<file path="config.mk">
export PLATFORM = sky130hd
export DESIGN_NAME = vram_dma_engine_flat
export DESIGN_NICKNAME = d
export VERILOG_FILES = /design/src/rtl/vram_dma_if.sv /design/src/rtl/vram_dma_engine.sv /design/src/flat_wrapper.sv
export SDC_FILE = /design/constraint.sdc
export NUM_CORES = 1
export LEC_CHECK = 0
export ABC_AREA = 1
export CORE_MARGIN = 3
export CORE_UTILIZATION = 30
export DETAILED_ROUTE_END_ITERATION = 7
export PLACE_DENSITY_LB_ADDON = 0.12
export SLEW_MARGIN = 15
export SYNTH_ARGS = -nofsm -noshare
export SYNTH_HDL_FRONTEND = slang
export SYNTH_SLANG_ARGS = --single-unit
</file>
<file path="constraint.sdc">
create_clock -name clk -period 2.6 [get_ports clk]
set_input_delay 0.39 -clock clk [delete_from_list [all_inputs] [get_ports clk]]
set_output_delay 0.39 -clock clk [all_outputs]
set_load 0.01 [all_outputs]
</file>
<file path="src/rtl/vram_dma_if.sv">
// ---------------------------------------------------------------------------
// vram_dma_if
// Bus bundle for vram_dma_engine: the Avalon-MM read master port toward the
// HPS-visible SDRAM and the CPU-facing VRAM write port.
//
// Signals:
//   avm_address       32   read byte address            (master -> slave)
//   avm_read          1    read request                 (master -> slave)
//   avm_waitrequest   1    slave stall                  (slave -> master)
//   avm_readdata      128  returned data                (slave -> master)
//   avm_readdatavalid 1    returned data is valid       (slave -> master)
//   vram_wraddr       12   VRAM word address            (master -> slave)
//   vram_wren         1    VRAM write enable            (master -> slave)
//   vram_wrdata       128  VRAM write data              (master -> slave)
//
// Modports: master (the DMA engine), slave (memory / VRAM side).
// ---------------------------------------------------------------------------
interface vram_dma_if;
    logic [31:0]  avm_address;
    logic         avm_read;
    logic         avm_waitrequest;
    logic [127:0] avm_readdata;
    logic         avm_readdatavalid;
    logic [11:0]  vram_wraddr;
    logic         vram_wren;
    logic [127:0] vram_wrdata;

    modport master (
        output avm_address, avm_read,
        input  avm_waitrequest, avm_readdata, avm_readdatavalid,
        output vram_wraddr, vram_wren, vram_wrdata
    );

    modport slave (
        input  avm_address, avm_read,
        output avm_waitrequest, avm_readdata, avm_readdatavalid,
        input  vram_wraddr, vram_wren, vram_wrdata
    );
endinterface

</file>
<file path="src/rtl/vram_dma_engine.sv">
// ---------------------------------------------------------------------------
// vram_dma_engine
// Avalon-MM read master that copies one full VRAM image (WORDS x 128 bit)
// from SDRAM into the CPU-facing VRAM when the PPU pulses dma_engine_start,
// and returns a one-cycle dma_engine_finish once the last word is written.
//
// Parameters:
//   WORDS        words per transfer (power of two, <= 4096)
//   MAX_PENDING  max accepted-but-unreturned reads (1..64)
//
// Ports:
//   clk, rst_n             clock, asynchronous active-low reset
//   dma_engine_src_addr    image byte address (bits [3:0] ignored)
//   dma_engine_start       one-cycle start request (ignored while busy)
//   dma_engine_finish      one-cycle completion pulse
//   dma_busy               high from accepted start until finish
//   dma_checksum           XOR of all written 32-bit lanes (0 if disabled)
//   bus                    vram_dma_if.master: Avalon read + VRAM write port
//
// Optional feature: define VRAM_DMA_CHECKSUM_EN to build the checksum;
// otherwise dma_checksum is tied to zero.
// ---------------------------------------------------------------------------
module vram_dma_engine #(
    parameter int WORDS       = 4096,
    parameter int MAX_PENDING = 8
) (
    input  logic        clk,
    input  logic        rst_n,
    input  logic [31:0] dma_engine_src_addr,
    input  logic        dma_engine_start,
    output logic        dma_engine_finish,
    output logic        dma_busy,
    output logic [31:0] dma_checksum,
    vram_dma_if.master  bus
);

    localparam int IW = $clog2(WORDS + 1);
    localparam int PW = $clog2(MAX_PENDING + 1);

    localparam logic [IW-1:0] WORDS_N    = IW'(WORDS);
    localparam logic [IW-1:0] LAST_ISSUE = IW'(WORDS - 1);
    localparam logic [PW-1:0] MAXP_N     = PW'(MAX_PENDING);
    localparam logic [11:0]   LAST_ADDR  = 12'(WORDS - 1);

    typedef enum logic [1:0] {IDLE, ISSUE, DRAIN} state_t;

    state_t          state, state_nxt;
    logic [31:0]     base;
    logic [IW-1:0]   issued;
    logic [PW-1:0]   pending;
    logic [11:0]     wr_cnt;

    logic start_ok;
    logic accept;
    logic rd_ret;
    logic last_wr;

    assign start_ok = (state == IDLE) && dma_engine_start;
    assign accept   = bus.avm_read && !bus.avm_waitrequest;
    // Responses are only meaningful inside a transfer; stragglers that
    // arrive after a reset abort land in IDLE and are dropped here.
    assign rd_ret   = bus.avm_readdatavalid && (state != IDLE);
    assign last_wr  = bus.vram_wren && (bus.vram_wraddr == LAST_ADDR);

    assign dma_busy = (state != IDLE);

    // Request and address are pure functions of registered counters, so they
    // stay put for as long as the slave holds waitrequest.
    assign bus.avm_read    = (state == ISSUE) && (issued < WORDS_N) && (pending < MAXP_N);
    assign bus.avm_address = base + (32'(issued) << 4);

    // NOTE: every variable written here gets a default first, so no path
    // through the case leaves it unassigned and no latch is inferred.
    always_comb begin
        state_nxt = state;
        case (state)
            IDLE:    if (dma_engine_start)                state_nxt = ISSUE;
            ISSUE:   if (accept && issued == LAST_ISSUE) state_nxt = DRAIN;
            DRAIN:   if (last_wr)                         state_nxt = IDLE;
            default:                                      state_nxt = IDLE;
        endcase
    end

    // NOTE: sequential state uses non-blocking assignments so every register
    // samples the pre-edge values of the others, independent of block order.
    always_ff @(posedge clk or negedge rst_n) begin
        if (!rst_n) begin
            state             <= IDLE;
            base              <= '0;
            issued            <= '0;
            pending           <= '0;
            wr_cnt            <= '0;
            dma_engine_finish <= 1'b0;
        end else begin
            state             <= state_nxt;
            dma_engine_finish <= (state == DRAIN) && last_wr;
            if (start_ok) begin
                base    <= dma_engine_src_addr & 32'hFFFF_FFF0;
                issued  <= '0;
                pending <= '0;
                wr_cnt  <= '0;
            end else begin
                if (accept) issued <= issued + IW'(1);
                if (rd_ret) wr_cnt <= wr_cnt + 12'd1;
                case ({accept, rd_ret})
                    2'b10:   pending <= pending + PW'(1);
                    2'b01:   if (pending != '0) pending <= pending - PW'(1);
                    default: ;
                endcase
            end
        end
    end

    // One registered VRAM write per returned word; the port never stalls.
    always_ff @(posedge clk or negedge rst_n) begin
        if (!rst_n) begin
            bus.vram_wren   <= 1'b0;
            bus.vram_wraddr <= '0;
            bus.vram_wrdata <= '0;
        end else begin
            bus.vram_wren <= rd_ret;
            if (rd_ret) begin
                bus.vram_wraddr <= wr_cnt;
                bus.vram_wrdata <= bus.avm_readdata;
            end
        end
    end

`ifdef VRAM_DMA_CHECKSUM_EN
    logic [31:0] checksum;

    always_ff @(posedge clk or negedge rst_n) begin
        if (!rst_n) begin
            checksum <= '0;
        end else if (start_ok) begin
            checksum <= '0;
        end else if (rd_ret) begin
            checksum <= checksum ^ bus.avm_readdata[31:0]  ^ bus.avm_readdata[63:32]
                                 ^ bus.avm_readdata[95:64] ^ bus.avm_readdata[127:96];
        end
    end

    assign dma_checksum = checksum;
`else
    assign dma_checksum = 32'h0;
`endif

endmodule

</file>
<file path="src/flat_wrapper.sv">
// flat-port wrapper written by rule: the top's interface ports become plain ports
module vram_dma_engine_flat 
#(
    parameter int WORDS       = 4096,
    parameter int MAX_PENDING = 8
)
  (clk, rst_n, dma_engine_src_addr, dma_engine_start, dma_engine_finish, dma_busy, dma_checksum, bus_avm_address, bus_avm_read, bus_avm_waitrequest, bus_avm_readdata, bus_avm_readdatavalid, bus_vram_wraddr, bus_vram_wren, bus_vram_wrdata);
  vram_dma_if bus_i ();
  input  logic clk;
  input  logic rst_n;
  input  logic [31:0] dma_engine_src_addr;
  input  logic dma_engine_start;
  output logic dma_engine_finish;
  output logic dma_busy;
  output logic [31:0] dma_checksum;
  output wire logic [$bits(bus_i.avm_address)-1:0] bus_avm_address;
  output wire logic [$bits(bus_i.avm_read)-1:0] bus_avm_read;
  input wire logic [$bits(bus_i.avm_waitrequest)-1:0] bus_avm_waitrequest;
  input wire logic [$bits(bus_i.avm_readdata)-1:0] bus_avm_readdata;
  input wire logic [$bits(bus_i.avm_readdatavalid)-1:0] bus_avm_readdatavalid;
  output wire logic [$bits(bus_i.vram_wraddr)-1:0] bus_vram_wraddr;
  output wire logic [$bits(bus_i.vram_wren)-1:0] bus_vram_wren;
  output wire logic [$bits(bus_i.vram_wrdata)-1:0] bus_vram_wrdata;
  assign bus_avm_address = bus_i.avm_address;
  assign bus_avm_read = bus_i.avm_read;
  assign bus_i.avm_waitrequest = bus_avm_waitrequest;
  assign bus_i.avm_readdata = bus_avm_readdata;
  assign bus_i.avm_readdatavalid = bus_avm_readdatavalid;
  assign bus_vram_wraddr = bus_i.vram_wraddr;
  assign bus_vram_wren = bus_i.vram_wren;
  assign bus_vram_wrdata = bus_i.vram_wrdata;
  vram_dma_engine #(.WORDS(WORDS), .MAX_PENDING(MAX_PENDING)) u_core (.clk(clk), .rst_n(rst_n), .dma_engine_src_addr(dma_engine_src_addr), .dma_engine_start(dma_engine_start), .dma_engine_finish(dma_engine_finish), .dma_busy(dma_busy), .dma_checksum(dma_checksum), .bus(bus_i));
endmodule
</file>
==> metrics.txt, run 1 <==
final core occ=48.6%; Lkg Pwr=0.00772 uW; # port buffers=332; number of global-route vias before repair=8953; cells on worst reg2reg path=11; number of H-tree levels=1; commonest cells in the netlist=640 x nand2_1, 201 x dfrtp_1, 93 x inv_1; Synth top area share=between 50% and 60%; CTS root buf=clkbuf_16; Die X=approximately 190 um; all-layer global routing usage=17.1%; Area contributors post-synth=dfrtp_1 51%, nand2_1 25%, inv_1 3.6%; Final setup viols=14; asr flop ratio synth=100%; largest net degree at the start of global routing=76; crit-path max FO=3; TritonCTS clock tree=built; kind of critical path=reg2out; Crit path required time=~2.2 ns; initial core utilization=30.7%; flops & latches, synth=201; Iter 0 DRT Violations=473; FILL cells=3088; row count=65; Mapped Cells=1273; RSZ-0062 raised after global routing=true; worst-case clock buffer depth=3; crit path capture=bus_avm_address[20]; CTS sink cnt=roughly 200; mapped cell area=9780 um2; final hold viol count=0; Mean Syn Cell Area=7.68 um2; reg-to-reg endpoint=u_core.state[0]; number of synthesized flops with an enable pin=0; max_cap viols=0; failing checks=negative setup slack; Top Ports=373; Synth Warn #=0; part of the Yosys area used for sequential elements=51.4%; worst setup path start=u_core.base[4]; core area=31800 um2; Hold WS=0.392 ns; Pwr Density=~1000 nW/um2; pin slew with the least headroom to its limit=around 0.80 ns; Worst Skew=0.00967 ns; Fmax achieved=around 360 MHz; Worst setup EP type=output pin; Max IR drop VDD=0.485 mV; Final #Nets=1858; die footprint=34800 um2; layout cells sized above 1=15.8%; DR WL/cell=14.6 um; time the worst path needs with I/O delays and setup=2.79 ns; status=finished with violations; initial antenna violation count=1; via count=slightly above 9000; Worst-path clk slew=~0.06 ns; gp weighted congestion=approximately 0.83; Routed Antenna Nets=0; TritonRoute pass-1 iters=5; clock latency at the later pin of the worst-skew pair=around 0.53 ns; Layout area overhead=57.9%; period utilization=107%; Slew Limit Fails=0; grt total ovfl=0; DRC viols=0; Unique masters post-synth=35; hold crit path type=in2reg; Rel. slew slack=between 40% and 50%; Total Routed Length=31100 um; ant diodes=0; Worst R2R Start=u_core.issued[0]; Die H=187 um; first-pass GRT wire length=49300 um; Critical Path Start Type=register; CP arrival=between 2 and 2.5 ns; Final WS setup=-0.189 ns; Synth area leader=dfrtp_1; Post-DP HPWL=roughly 22000 um; most frequent cell after synthesis=nand2_1; main flop type after synthesis=dfrtp_1; R2R setup slack=0.68 ns; CTS buffer count=25; Via-to-Cell Ratio=between 4 and 5
sequential cells by signal (all words and copies together) (netlist names):
| name | flops |
|---|---|
| u_core.wr_cnt | 12 |
| u_core.issued | 13 |
| u_core.bus.vram_wrdata | 128 |
| u_core.bus.vram_wraddr | 12 |
| u_core.dma_engine_finish | 1 |
| u_core.bus.vram_wren | 1 |
| u_core.pending | 4 |
| u_core.state | 2 |
| u_core.base | 28 |
where the power goes:
part	switching (uW)	leakage, uW	total, uW	internal, uW
clock	1390	0.000438	3760	2370
sequential	715	0.00244	4780	4070
combinational	3700	0.00485	6970	3270
worst max-delay path, stage by stage (launching register included):
cell      delay (ns)
dfrtp_1         0.38
ha_2            0.20
fa_2            0.33
nand2_1         0.08
nand3_1         0.10
o21ai_2         0.11
buf_4           0.16
buf_6           0.09
o21bai_4        0.07
nand2_2         0.08
nand2_1         0.05
nand2_1         0.06
nand2_1         0.04
buf_2           0.13
worst min path at each step:
stage | from | to | slack, ns | depth (start not counted)
after CTS | bus_avm_readdata[93] | u_core.bus.vram_wrdata[93] | 0.36 | 3
after floorplan | rst_n | u_core.base[10] | 0.09 | 0
after global placement | rst_n | u_core.bus.vram_wrdata[102] | 0.45 | 1
final | bus_avm_readdata[126] | u_core.bus.vram_wrdata[126] | 0.39 | 3
after detailed placement | rst_n | u_core.bus.vram_wrdata[44] | 0.46 | 1
after global routing | dma_engine_src_addr[9] | u_core.base[9] | 0.38 | 3
layer usage:
| metal | routed length (um) | GRT usage (%) | up-vias | part of all wire [%] |
|---|---|---|---|---|
| li1 | - | - | 4665 | - |
| met1 | 13200 | 22.1 | 4249 | 42 |
| met2 | 14600 | 28.0 | 284 | 47 |
| met3 | 2680 | 6.01 | 40 | 8.6 |
| met4 | 628 | 3.55 | 2 | 2.0 |
| met5 | 13 | 0 | - | 0.042 |
stage by stage:
step | std cells | worst slack [ns] | TNS, ns | power [uW] | area, um2
final | 2126 | -0.189 | -1.34 | 15500 | 15400
after global routing | 2126 | -0.337 | -3.81 | 16700 | 15400
after CTS | 2110 | -0.191 | -1.13 | 15200 | 15000
after detailed placement | 2057 | -0.0755 | -0.253 | 11100 | 13800
after global placement | 2057 | -0.0606 | -0.156 | 11100 | 13800
after floorplan | 1308 | 0.531 | 0 | 7760 | 9910
cell type report:
type                            instances  area, um2  share of cell area (%)
Inverter                               95        359                    2.33
Sequential cell                       201       5030                    32.6
Timing Repair Buffer                  414       3930                    25.5
Clock inverter                          9        165                    1.07
Clock buffer                           36        737                    4.77
Tap cell                              435        544                    3.53
Multi-Input combinational cell        936       4670                    30.3
repair_timing:
item                                    in CTS  in global routing
pin swaps                                   26                 43
endpoints found under the setup margin      26                 25
setup buffers                                7                 16
resized for setup                          154                102
hold buffers                                 1                  0
endpoints found under the hold margin       63                  0
layout by cell type (no fill, tap or decap), types with 3 or more instances in the layout:
cell type        instances
ha_1                     7
ha_4                    11
nand3_1                 42
dfrtp_1                199
clkbuf_8                 8
xor2_2                   4
nor3_1                  17
nor2_1                  42
clkbuf_1                 4
buf_6                   16
o21ai_0                 42
nand3_2                  6
buf_12                   4
nand4_1                 17
nor2_4                   9
a21oi_4                  3
nand2_2                 37
clkdlybuf4s50_1        305
xor2_1                  10
o21ai_2                  3
bufinv_16                4
nand2_4                  9
nand2_1                594
inv_2                    8
conb_1                  36
clkbuf_16               25
nor3_2                   4
buf_4                   62
nor2_2                   8
inv_1                   86
a21oi_1                 11
buf_2                   22
nand3_4                  4
kinds of logic after synthesis:
family	Yosys count	share of synthesized area [%]
DFF	201	51.4
other	1	0.0384
buffers and inverters	171	8.30
xor gates and xnor gates	15	1.34
adders and majority gates	20	2.64
and+or+nand+nor	799	32.7
AOI/OAI and AO/OA	66	3.52
(Power assumes the default switching activity.)
==> run 2: changes to the inputs <==
--- a/config.mk
+++ b/config.mk
@@ -6,9 +6,10 @@
 export NUM_CORES = 1
 export LEC_CHECK = 0
 export ABC_AREA = 1
-export CORE_MARGIN = 3
+export CORE_MARGIN = 2
 export CORE_UTILIZATION = 30
 export DETAILED_ROUTE_END_ITERATION = 7
+export DONT_BUFFER_PORTS = 1
 export PLACE_DENSITY_LB_ADDON = 0.12
 export SLEW_MARGIN = 15
 export SYNTH_ARGS = -nofsm -noshare
==> run 2 against run 1 <==
Compared with the run above:
- the flow finishes with violations (negative hold slack)
- maximum frequency increased by 8.8%
- total power decreased by 12%
- core utilization decreased by 7.8 points
==> metrics.txt, run 2 (synthesis gave the netlist of run 1 again) <==
status=finished with violations; failing checks=negative hold slack; CTS root buf=clkbuf_16; final hold viol count=201 (+201); dpl ws=0.245 ns (+0.321 ns); number of H-tree levels=1 (unchanged); Cells after DPL=1686 (-18%); CTS buffer count=25 (unchanged); Final WS setup=0.0369 ns (+0.226 ns); Via-to-Cell Ratio=4.40 (+1.3%); hold crit path type=in2async; most common cell after layout, fill and taps aside=nand2_1; Die H=185 um (-1.1%); Routed Antenna Nets=0 (unchanged); core area=32300 um2 (+1.5%); Pwr Density=1030 nW/um2 (+2.6%); Fmax achieved=390 MHz (+8.8%); Die X=185 um (-1.1%); Crit path required time=2.21 ns (about the same); Iter 0 DRT Violations=363 (-23%); worst path bufs/invs=0 (-3); CP arrival=2.17 ns (-0.23 ns); critical path's top delay family=adder cells; crit-path max FO=4 (+1); max FFs per register=128 (unchanged); worst-case clock buffer depth=3 (unchanged); time the worst path needs with I/O delays and setup=2.56 ns (-0.226 ns); Worst setup EP type=output pin; number of global-route vias before repair=8272 (-7.6%); all-layer global routing usage=16.5% (-0.63 points); grt total ovfl=0 (unchanged); pin slew with the least headroom to its limit=0.591 ns (-0.213 ns); gp weighted congestion=0.792 (-4.5%); critical-path cell list=ha_2, fa_2, nand2_1, nand3_2, o21ai_4, o21ai_2, nand2_1, nand2_1, nand2_1, nand2_2; # port buffers=0 (-100%); commonest non-fill, non-tap cells in the layout=603 x nand2_1, 194 x dfrtp_1, 149 x dlygate4sd3_1; die footprint=34100 um2 (-2.1%); Final setup viols=0 (-14); Layout area overhead=34.7%; Regs by FF count=u_core.bus.vram_wrdata: 128 flops, u_core.base: 28 flops, u_core.issued: 13 flops; via count=8372 (-9.4%); Tot Pwr=13600 uW (-12%); max_cap viols=0 (unchanged); Most Frequent Cell on Critical Path=nand2_1; period utilization=98.6% (-8.7 points); Finished Layout Cells=1901 (-11%); clock latency at the later pin of the worst-skew pair=0.55 ns (+0.02 ns); slowest stage delay, CP=0.38 ns (about the same); Rel. slew slack=60.6% (+14 points); Final #Nets=1625 (-13%); Critical Path Start Type=register; Max IR drop VDD=0.538 mV (+11%); largest net degree at the start of global routing=202 (+170%); Top Ports=373 (unchanged); FILL cells=3272 (+6.0%); Worst path slowest cell=dfrtp_1; Worst Skew=0.0134 ns (+0.00370 ns); Total Routed Length=28600 um (-8.0%); Post-DP HPWL=19600 um (-12%); initial antenna violation count=2 (+1); CTS sink cnt=201 (unchanged); kind of critical path=reg2out; RSZ-0062 raised after global routing=true; WP depth=10 (-3); layout cells sized above 1=12.0% (-3.8 points); TritonCTS clock tree=built; first-pass GRT wire length=44600 um (-9.7%); Slew Limit Fails=0 (unchanged); Hold WS=-0.463 ns (-0.854 ns); cells on worst reg2reg path=12 (+1); row count=66 (+1.5%); TritonRoute pass-1 iters=4 (-1); Largest Register=u_core.bus.vram_wrdata; initial core utilization=30.3% (-0.47 points); Lkg Pwr=0.00673 uW (-13%); Worst-path clk slew=0.06 ns (about the same); hold buffers post-CTS=149 (+148); DR WL/cell=15.1 um (+2.8%); DRC viols=0 (unchanged)
## run 2: cell count changes in the layout (fill, tap and decap cells not counted), moves of 6 or more
cell	before	now
buf_6	16	0
nand2_1	594	603
nand2_4	9	3
clkdlybuf4s50_1	305	0
dlygate4sd3_1	1	149
buf_2	22	0
buf_4	62	29
## run 2: power breakdown
group          switching [uW]  internal [uW]
clock                    1410           2400
combinational            2810           1700
sequential               1180           4070
## run 2: area by class of cell
type	instances	area, um2	area share [%]
clock buffer	38	754	5.73
clock inverter	7	153	1.16
sequential	201	5040	38.3
antenna	1	2.50	0.0190
timing repair buffer	181	1770	13.4
tap	442	553	4.20
inverter	95	359	2.73
multi-input combinational	936	4540	34.5
## run 2: metrics by stage
stage	utilization (%)	cell area (um2)	TNS [ns]
CTS	40.0	12900	-0.0137
finish	40.8	13200	0
detailed placement	31.4	10100	0
floorplan	-	9910	0
global route	40.8	13200	-0.870
global placement	31.4	10100	0
## run 2: final timing paths
kind	from	to	slack, ns
setup reg to reg	u_core.issued[12]	u_core.pending[3]	0.48
min in group clk	bus_avm_readdata[50]	u_core.bus.vram_wrdata[50]	0.03
max in group asynchronous	rst_n	u_core.base[28]	2.78
hold reg to reg	u_core.base[4]	u_core.base[4]	0.49
hold / removal	rst_n	u_core.bus.vram_wrdata[98]	-0.46
setup / recovery	u_core.base[4]	bus_avm_address[18]	0.04
## run 2: routing by layer
layer,GRT usage [%],routed length [um],vias to the layer above
li1,-,-,4195
met1,20.8,12200,3875
met2,27.1,13400,258
met3,5.30,2230,42
met4,4.83,791,2
met5,0,12,-
## run 2: worst reg2reg max path: cells and delay by family (launching register included)
family / cells / cell delay (ns)
buf+inv: 3 / 0.28
compound gates: 1 / 0.08
fa+ha+maj: 2 / 0.67
simple gates: 6 / 0.54
flops: 1 / 0.43
## run 2: repair_timing
action                     CTS  global route
resized for setup           62            54
gates cloned                 0             0
pin swaps                   17            19
setup endpoints to repair   23            20
buffers inserted            14             6
hold endpoints to repair   350           201
==> run 3: changes to the inputs <==
--- a/config.mk
+++ b/config.mk
@@ -5,7 +5,7 @@
 export SDC_FILE = /design/constraint.sdc
 export NUM_CORES = 1
 export LEC_CHECK = 0
-export ABC_AREA = 1
+export ABC_AREA = 0
 export CORE_MARGIN = 2
 export CORE_UTILIZATION = 30
 export DETAILED_ROUTE_END_ITERATION = 7
==> run 3 against run 2 <==
Compared with the run above:
- the flow finishes with violations (negative hold slack, negative setup slack)
- sequential power down 21%
- final cell count down 14%
- non-clock buffer count up 29
- die area down 4.1%
- global-route usage down 1.1 points
- sequential cell count unchanged
- combinational power down 43%
- critical path depth down 3
- critical path type unchanged
- largest cell class unchanged
- highest routed layer is now met4
==> metrics.txt, run 3 <==
failing checks=negative hold slack, negative setup slack; GRT Max-Usage Layer=met2; die footprint=32700 um2 (-4.1%); Slew Limit Fails=0 (unchanged); number of synthesized flops with an enable pin=0 (unchanged); Die X=181 um (-2.1%); time the worst path needs with I/O delays and setup=3.16 ns (+0.600 ns); most frequent cell after synthesis=nand2_1; Worst-path clk slew=0.06 ns (about the same); period utilization=122% (+23 points); Rel. slew slack=35.9% (-25 points); Max IR drop VDD=0.434 mV (-19%); grt met2 use=26.6% (-0.48 points); Worst Skew=0.0223 ns (+0.00892 ns); max_cap viols=0 (unchanged); commonest non-fill, non-tap cells in the layout=450 x nand2_1, 198 x dfrtp_1, 155 x dlygate4sd3_1; # port buffers=0 (unchanged); Mapped Cells=1035 (-19%); Layout area overhead=39.0%; Iter 0 DRT Violations=283 (-22%); status=finished with violations; part of the Yosys area used for sequential elements=53.7% (+2.2 points); all-layer global routing usage=15.5% (-1.1 points); Synth top area share=53.7% (+2.2 points); CTS buffer count=25 (unchanged); Crit path required time=2.21 ns (about the same); Synth Warn #=0 (unchanged); via count=7518 (-10%); CP arrival=2.77 ns (+0.60 ns); asr flop ratio synth=100% (unchanged); Synth area leader=dfrtp_1; Die H=181 um (-2.1%); first-pass GRT wire length=41500 um (-6.9%); Lkg Pwr=0.00611 uW (-9.2%); core area=30700 um2 (-5.0%); main flop type after synthesis=dfrtp_1; Tot Pwr=10100 uW (-26%); Unique masters post-synth=56 (+60%); Hold WS=-0.454 ns (+0.00881 ns); Post-DP HPWL=17000 um (-13%); Final setup viols=22 (+22); TritonRoute pass-1 iters=5 (+1); row count=64 (-3.0%); Mean Syn Cell Area=9.05 um2 (+18%); FILL cells=2936 (-10%); Worst setup EP type=output pin; Fmax achieved=316 MHz (-19%); initial core utilization=30.6% (+0.27 points); Critical Path Start Type=register; hold crit path type=in2async; Multi-input gate area=4630 um2 (+2.0%); most common cell after layout, fill and taps aside=nand2_1; initial antenna violation count=0 (-2); Routed Antenna Nets=0 (unchanged); register area=5030 um2 (about the same); commonest cells in the netlist=459 x nand2_1, 201 x dfrtp_1, 43 x nor2_1; Regs by FF count=u_core.bus.vram_wrdata: 128 flops, u_core.base: 28 flops, u_core.issued: 13 flops; CTS root buf=clkbuf_16; Final WS setup=-0.563 ns (-0.600 ns); crit-path max FO=3 (-1); mapped cell area=9370 um2 (-4.2%); max FFs per register=128 (unchanged); Largest Register=u_core.bus.vram_wrdata; RSZ-0062 raised after global routing=true; DR WL/cell=16.0 um (+6.4%); TritonCTS clock tree=built; number of global-route vias before repair=7817 (-5.5%); Top Ports=373 (unchanged); grt total ovfl=0 (unchanged); worst-case clock buffer depth=3 (unchanged); Final #Nets=1413 (-13%); kind of critical path=reg2out; clock latency at the later pin of the worst-skew pair=0.54 ns (about the same); hold buffers post-CTS=155 (+4.0%); global-route met3 utilization=5.52% (+0.23 points); gp weighted congestion=0.822 (+3.8%); final hold viol count=201 (unchanged); pin slew with the least headroom to its limit=0.962 ns (+0.371 ns); Via-to-Cell Ratio=4.57 (+3.8%); Sum Neg Setup Slack=-7.08 ns (-7.08 ns); CTS sink cnt=201 (unchanged); Pwr Density=776 nW/um2 (-25%); M1 GR Usage=18.4% (-2.3 points); Area contributors post-synth=dfrtp_1 54%, nand2_1 18%, mux2_2 3.2%; DRC viols=0 (unchanged); layout cells sized above 1=17.4% (+5.4 points); largest net degree at the start of global routing=202 (unchanged); flops & latches, synth=201 (unchanged); number of H-tree levels=1 (unchanged); Total Routed Length=26400 um (-8.0%)
## run 3: final cells by class
class | count | area share [%]
clock buffer | 34 | 5.37
timing repair buffer | 210 | 15.4
sequential | 201 | 38.6
tap | 396 | 3.80
multi-input combinational | 779 | 35.5
clock inverter | 12 | 0.874
inverter | 11 | 0.336
antenna | 1 | 0.0192
## run 3: cell families after synthesis
kind of cell / count (synthesis) / share of synthesized area [%]
other cells: 1 / 0.0400
flops: 201 / 53.7
simple gates: 576 / 25.2
buf+inv: 90 / 5.38
fa+ha+maj: 20 / 2.75
mux: 27 / 3.24
xor+xnor: 40 / 3.74
compound gates: 80 / 5.93
## run 3: worst max-delay path, cell delays in order, from the launching register on
cell	delay (ns)
dfrtp_1	0.39
ha_2	0.20
fa_2	0.35
a21o_1	0.25
a2111oi_4	0.40
o21ai_2	0.11
a2111o_1	0.44
nand3_2	0.09
## run 3: timing repair
action / in CTS / in global routing
hold endpoints to repair: 356 / 201
pin swaps: 36 / 37
resized for setup: 71 / 41
setup endpoints to repair: 23 / 25
setup buffers: 12 / 5
## run 3: report_power, final
part	internal [uW]	switching, uW	total, uW
sequential	3560	572	4130
clock	2000	1400	3400
combinational	1280	1310	2590
## run 3: worst paths after layout
| path | from | to | slack, ns | depth (start not counted) |
|---|---|---|---|---|
| setup / recovery | u_core.issued[0] | bus_avm_address[16] | -0.56 | 7 |
| hold / removal | rst_n | u_core.bus.vram_wrdata[97] | -0.45 | 0 |
| setup reg to reg | u_core.issued[12] | u_core.pending[3] | 0.14 | 11 |
| hold reg to reg | u_core.wr_cnt[11] | u_core.bus.vram_wraddr[11] | 0.52 | 2 |
| max in group asynchronous | rst_n | u_core.issued[10] | 2.70 | 0 |
| min in group clk | dma_engine_src_addr[21] | u_core.base[21] | 0.03 | 1 |
## run 3: layer usage
metal	vias to the layer above	part of all wire, %
met5	-	0
met4	0	2.2
met3	32	8.8
met2	272	49
met1	3532	40
li1	3682	-
## run 3: stage by stage
| step | worst slack (ns) | cells | area (um2) | util [%] |
|---|---|---|---|---|
| global placement | -0.0226 | 1425 | 9880 | 32.2 |
| CTS | -0.610 | 1638 | 12700 | 41.5 |
| floorplan | -0.00316 | 1070 | 9530 | - |
| finish | -0.563 | 1644 | 13000 | 42.5 |
| detailed placement | -0.0267 | 1425 | 9880 | 32.2 |
| global route | -0.691 | 1643 | 13000 | 42.5 |
==> variant 1, RTL diff (config.mk and constraints of run 1) <==
The 3 states of `state_t` get a one-hot encoding in 3 bits.
--- a/src/rtl/vram_dma_engine.sv
+++ b/src/rtl/vram_dma_engine.sv
@@ -44,3 +44,3 @@
 
-    typedef enum logic [1:0] {IDLE, ISSUE, DRAIN} state_t;
+    typedef enum logic [2:0] {IDLE = 3'b001, ISSUE = 3'b010, DRAIN = 3'b100} state_t;
 
Behaviour: same outputs for any inputs over 4 cycles, from zero or initial values and one cycle with rst_n low; so few cycles prove little.
==> variant 1 against run 1 <==
The run still ends with setup timing left. Area after synthesis grew 1.3%. Sequential cell count rose by 1. Largest cell class unchanged. Largest power group unchanged. Clock skew increased by 0.012 ns. Critical path type unchanged. Routed wire length grew 2.6%. Via count grew 0.28%. Cell area is 1.7% lower. Setup slack improved by 0.10 ns. Total power grew 0.86%. Core utilization shrank 1.2 points.
==> variant 1: results (changes against run 1) <==
| Metric | Value |
|---|---|
| Worst reg2reg endpoint | `u_core.pending[2]$_DFFE_PN0P_ (was u_core.state[0]$_DFFE_PN0P_)` |
| Transition time at the pin with the least slew margin | `0.9143 ns (was 0.8041 ns)` |
| Area taken by flip-flops and latches | `0.005057 mm² (was 0.005032 mm²)` |
| Adder-cell area share of the yosys netlist | `2.602% (was 2.636%)` |
| Resized Gates After CTS | `155 (was 154)` |
| Startpoint of the most critical hold path | `bus_avm_readdata[85] (was bus_avm_readdata[126])` |
| Overall global routing resource usage | `17.63% (was 17.14%)` |
| Non-clock buffer instance count of the final layout | `395 (was 414)` |
| Vias per cell | `4.367 (was 4.346)` |
| Global-route wire length before repair | `50820 µm (was 49330 µm)` |
| Share of final-layout standard cells stronger than drive strength 1 | `12.98% (was 15.85%)` |
| Violated checks | `setup timing (unchanged)` |
| Least setup slack across all paths after layout | `-0.08727 ns (was -0.1894 ns)` |
| Detailed Route WL | `31940 µm (was 31140 µm)` |
| Routed length per instance | `15.05 µm (was 14.65 µm)` |
| Pre-CTS setup slack | `-0.06823 ns (was -0.07553 ns)` |
| Multi-input gate share of total cell area | `30.21% (was 30.25%)` |
| Multi-input gates | `939 (was 936)` |
| Leakage dissipation | `7.574 nW (was 7.724 nW)` |
| Switching power total | `5.833 mW (was 5.810 mW)` |
| Clock latency on the worst-skew pair | `0.55 ns (was 0.53 ns)` |
| Vias in the first global route | `9356 (was 8953)` |
| Clock buffers and inverters, area share | `5.430% (was 5.843%)` |
| Number of clock buffer instances in the layout | `40 (was 36)` |
| Signal buffers share of area | `24.85% (was 25.46%)` |
| Filler cell count in the final layout | `3178 (was 3088)` |
| Final setup vio count | `13 (was 14)` |
| Top fanout value on the critical path | `4 (was 3)` |
| Status | `complete, but fails checks (unchanged)` |
| Xor and xnor fraction of the mapped netlist area | `1.415% (was 1.344%)` |
| Number of antenna violations at the first check in global routing | `0 (was 1)` |
[variant 1: cell types whose count changed in the layout (fill, tap and decap cells not counted), moves of 7 or more]
cell,change
sky130_fd_sc_hd__nand2_2,-11
sky130_fd_sc_hd__nand4_1,+9
sky130_fd_sc_hd__nand2_1,+7
sky130_fd_sc_hd__inv_1,+11
sky130_fd_sc_hd__clkbuf_1,+7
sky130_fd_sc_hd__buf_4,-9
sky130_fd_sc_hd__o21ai_0,+10
sky130_fd_sc_hd__buf_6,-8
[variant 1: metal layers]
metal / vias to the layer above / GRT usage, % / wire [µm]
li1: 4680 / - / -
met1: 4269 / 21.46 / 13030
met2: 269 / 29.46 / 15230
met3: 48 / 6.917 / 2937
met4: 0 / 4.185 / 753
met5: - / 0 / 0
[variant 1: worst max-delay path by stage]
stage | from | cells after the start | to | slack, ns
after floorplan | u_core.state[0]$_DFFE_PN1P_ | 13 | u_core.pending[3]$_DFFE_PN0P_ | 0.33
after global placement | u_core.issued[0]$_DFFE_PN0P_ | 10 | bus_avm_address[26] | -0.05
after detailed placement | u_core.issued[8]$_DFFE_PN0P_ | 10 | bus_avm_address[25] | -0.07
after CTS | u_core.base[4]$_DFFE_PN0P_ | 12 | bus_avm_address[28] | -0.17
after global routing | u_core.base[4]$_DFFE_PN0P_ | 11 | bus_avm_address[26] | -0.21
final | u_core.base[4]$_DFFE_PN0P_ | 12 | bus_avm_address[28] | -0.09
[variant 1: through the flow]
step	instance area (µm²)	util [%]	total power [mW]	TNS, ns
floorplan	10040	-	8.269	0
global placement	13830	43.16	12.05	-0.08771
detailed placement	13830	43.16	12.08	-0.3152
CTS	14970	46.71	15.79	-0.7952
global route	15180	47.39	16.86	-2.852
finish	15180	47.39	15.65	-0.4812
==> variant 2, RTL diff (config.mk and constraints of run 1) <==
Without the edit above. `WORDS` is set to 4096 in 2 places; all go to 2048. Comments in the files are not updated.
--- a/src/rtl/vram_dma_engine.sv
+++ b/src/rtl/vram_dma_engine.sv
@@ -23,3 +23,3 @@
 module vram_dma_engine #(
-    parameter int WORDS       = 4096,
+    parameter int WORDS       = 2048,
     parameter int MAX_PENDING = 8
--- a/src/flat_wrapper.sv
+++ b/src/flat_wrapper.sv
@@ -3,3 +3,3 @@
 #(
-    parameter int WORDS       = 4096,
+    parameter int WORDS       = 2048,
     parameter int MAX_PENDING = 8
Behaviour: same outputs for any inputs over 4 cycles, from zero or initial values and one cycle with rst_n low; that may be too few to reach the edited logic, so the function may still have changed.
==> variant 2 against run 1 <==
The run still ends with setup timing left. Area after synthesis is 1.1% lower. Largest power group unchanged. Sequential cell count is 1 lower. Non-clock buffer count is 28 lower. Routed wire length is 4.8% lower. Cell area is 5.3% lower. Critical endpoint is now bus_avm_address[26]. Total power is 8.3% higher. Count of clock-buffer cells in the layout is 17 lower. Global-route usage is 0.21 points lower. Combinational power is 23% higher. Setup slack better by 0.16 ns. Via count is 4.2% lower.
==> variant 2: results (changes against run 1) <==
| Metric | Value |
|---|---|
| Status | `complete, but fails checks (unchanged)` |
| Violated checks | `setup timing (unchanged)` |
| Non-clock buffer instance count of the final layout | `386 (was 414)` |
| Pre-CTS setup slack | `-0.06673 ns (was -0.07553 ns)` |
| Peak VDD IR | `584.5 µV (was 485.2 µV)` |
| Syn Inst Count | `1246 (was 1273)` |
| Violation count after the first detailed-route iteration | `451 (was 473)` |
| Number of storage elements in the synthesis netlist | `200 (was 201)` |
| Detailed Route WL | `29660 µm (was 31140 µm)` |
| Final HPWL DP | `21910 µm (was 22350 µm)` |
| Signal buffers share of area | `25.59% (was 25.46%)` |
| Filler cell count in the final layout | `3203 (was 3088)` |
| Sequential share of power | `33.1% (was 30.8%)` |
| Largest net degree at the start of global routing | `90 (was 76)` |
| Vias in the first global route | `8583 (was 8953)` |
| Layout area overhead | `51.15% (was 57.90%)` |
| Global-route wire length before repair | `46030 µm (was 49330 µm)` |
| Area after detailed placement | `0.01359 mm² (was 0.01381 mm²)` |
| Combinational share of power | `51.0% (was 44.9%)` |
| Vias | `8851 (was 9240)` |
| Power in combinational cells | `8.58 mW (was 6.97 mW)` |
| Final net count | `1795 (was 1858)` |
| Least setup slack across all paths after layout | `-0.03194 ns (was -0.1894 ns)` |
| Distinct cell type count of the synthesized netlist | `33 (was 35)` |
| Leakage dissipation | `7.344 nW (was 7.724 nW)` |
| Number of antenna violations at the first check in global routing | `0 (was 1)` |
| Synth area leaders | `sky130_fd_sc_hd__dfrtp_1, sky130_fd_sc_hd__nand2_1, sky130_fd_sc_hd__inv_1 (unchanged)` |
| Total negative setup slack | `-0.03688 ns (was -1.341 ns)` |
| Non-Clock Inverter Count | `92 (was 95)` |
| Overall global routing resource usage | `16.93% (was 17.14%)` |
| H-tree depth reported by CTS | `4 (was 1)` |
| Multi-input gates | `914 (was 936)` |
| Final setup vio count | `2 (was 14)` |
| Share of final-layout standard cells stronger than drive strength 1 | `12.25% (was 15.85%)` |
| Post-synthesis area per instance | `7.764 µm² (was 7.681 µm²)` |
variant 2: worst paths after layout:
| check | startpoint | to | slack [ns] |
|---|---|---|---|
| setup / recovery | u_core.issued[0]$_DFFE_PN0P_ | bus_avm_address[26] | -0.03 |
| hold / removal | rst_n | u_core.bus.vram_wrdata[89]$_DFFE_PN0P_ | 0.42 |
| setup reg to reg | u_core.issued[11]$_DFFE_PN0P_ | u_core.pending[3]$_DFFE_PN0P_ | 0.50 |
| hold reg to reg | u_core.bus.vram_wrdata[65]$_DFFE_PN0P_ | u_core.bus.vram_wrdata[65]$_DFFE_PN0P_ | 0.47 |
| max in group asynchronous | rst_n | u_core.bus.vram_wrdata[2]$_DFFE_PN0P_ | 1.41 |
| min in group clk | u_core.bus.vram_wrdata[65]$_DFFE_PN0P_ | u_core.bus.vram_wrdata[65]$_DFFE_PN0P_ | 0.47 |
variant 2: worst max-delay path: cells and delay by family (launching register included):
| kind | cells | cell delay (ns) |
|---|---|---|
| AND/OR/NAND/NOR | 8 | 0.57 |
| adder cells (fa/ha/maj) | 2 | 0.53 |
| flip-flops | 1 | 0.42 |
| buffers and inverters | 2 | 0.29 |
variant 2: logic make-up (layout without fill, tap and decap cells):
family                     after synthesis  in the layout  share of synthesized area, %
and+or+nand+nor                        783            783                         32.64
DFF                                    200            200                         51.73
buffers and inverters                  167            510                         8.407
AOI/OAI and AO/OA                       60             60                         3.195
adders and majority gates               19             19                         2.535
xor gates and xnor gates                16             16                         1.448
other                                    1             36                       0.03876
variant 2: layer usage:
metal | GRT usage, % | up-vias | wire length, µm
met2 | 29.45 | 239 | 14420
met3 | 3.557 | 36 | 1722
met1 | 21.20 | 4087 | 12820
met4 | 5.213 | 0 | 691
met5 | 0 | - | 0
li1 | - | 4489 | -
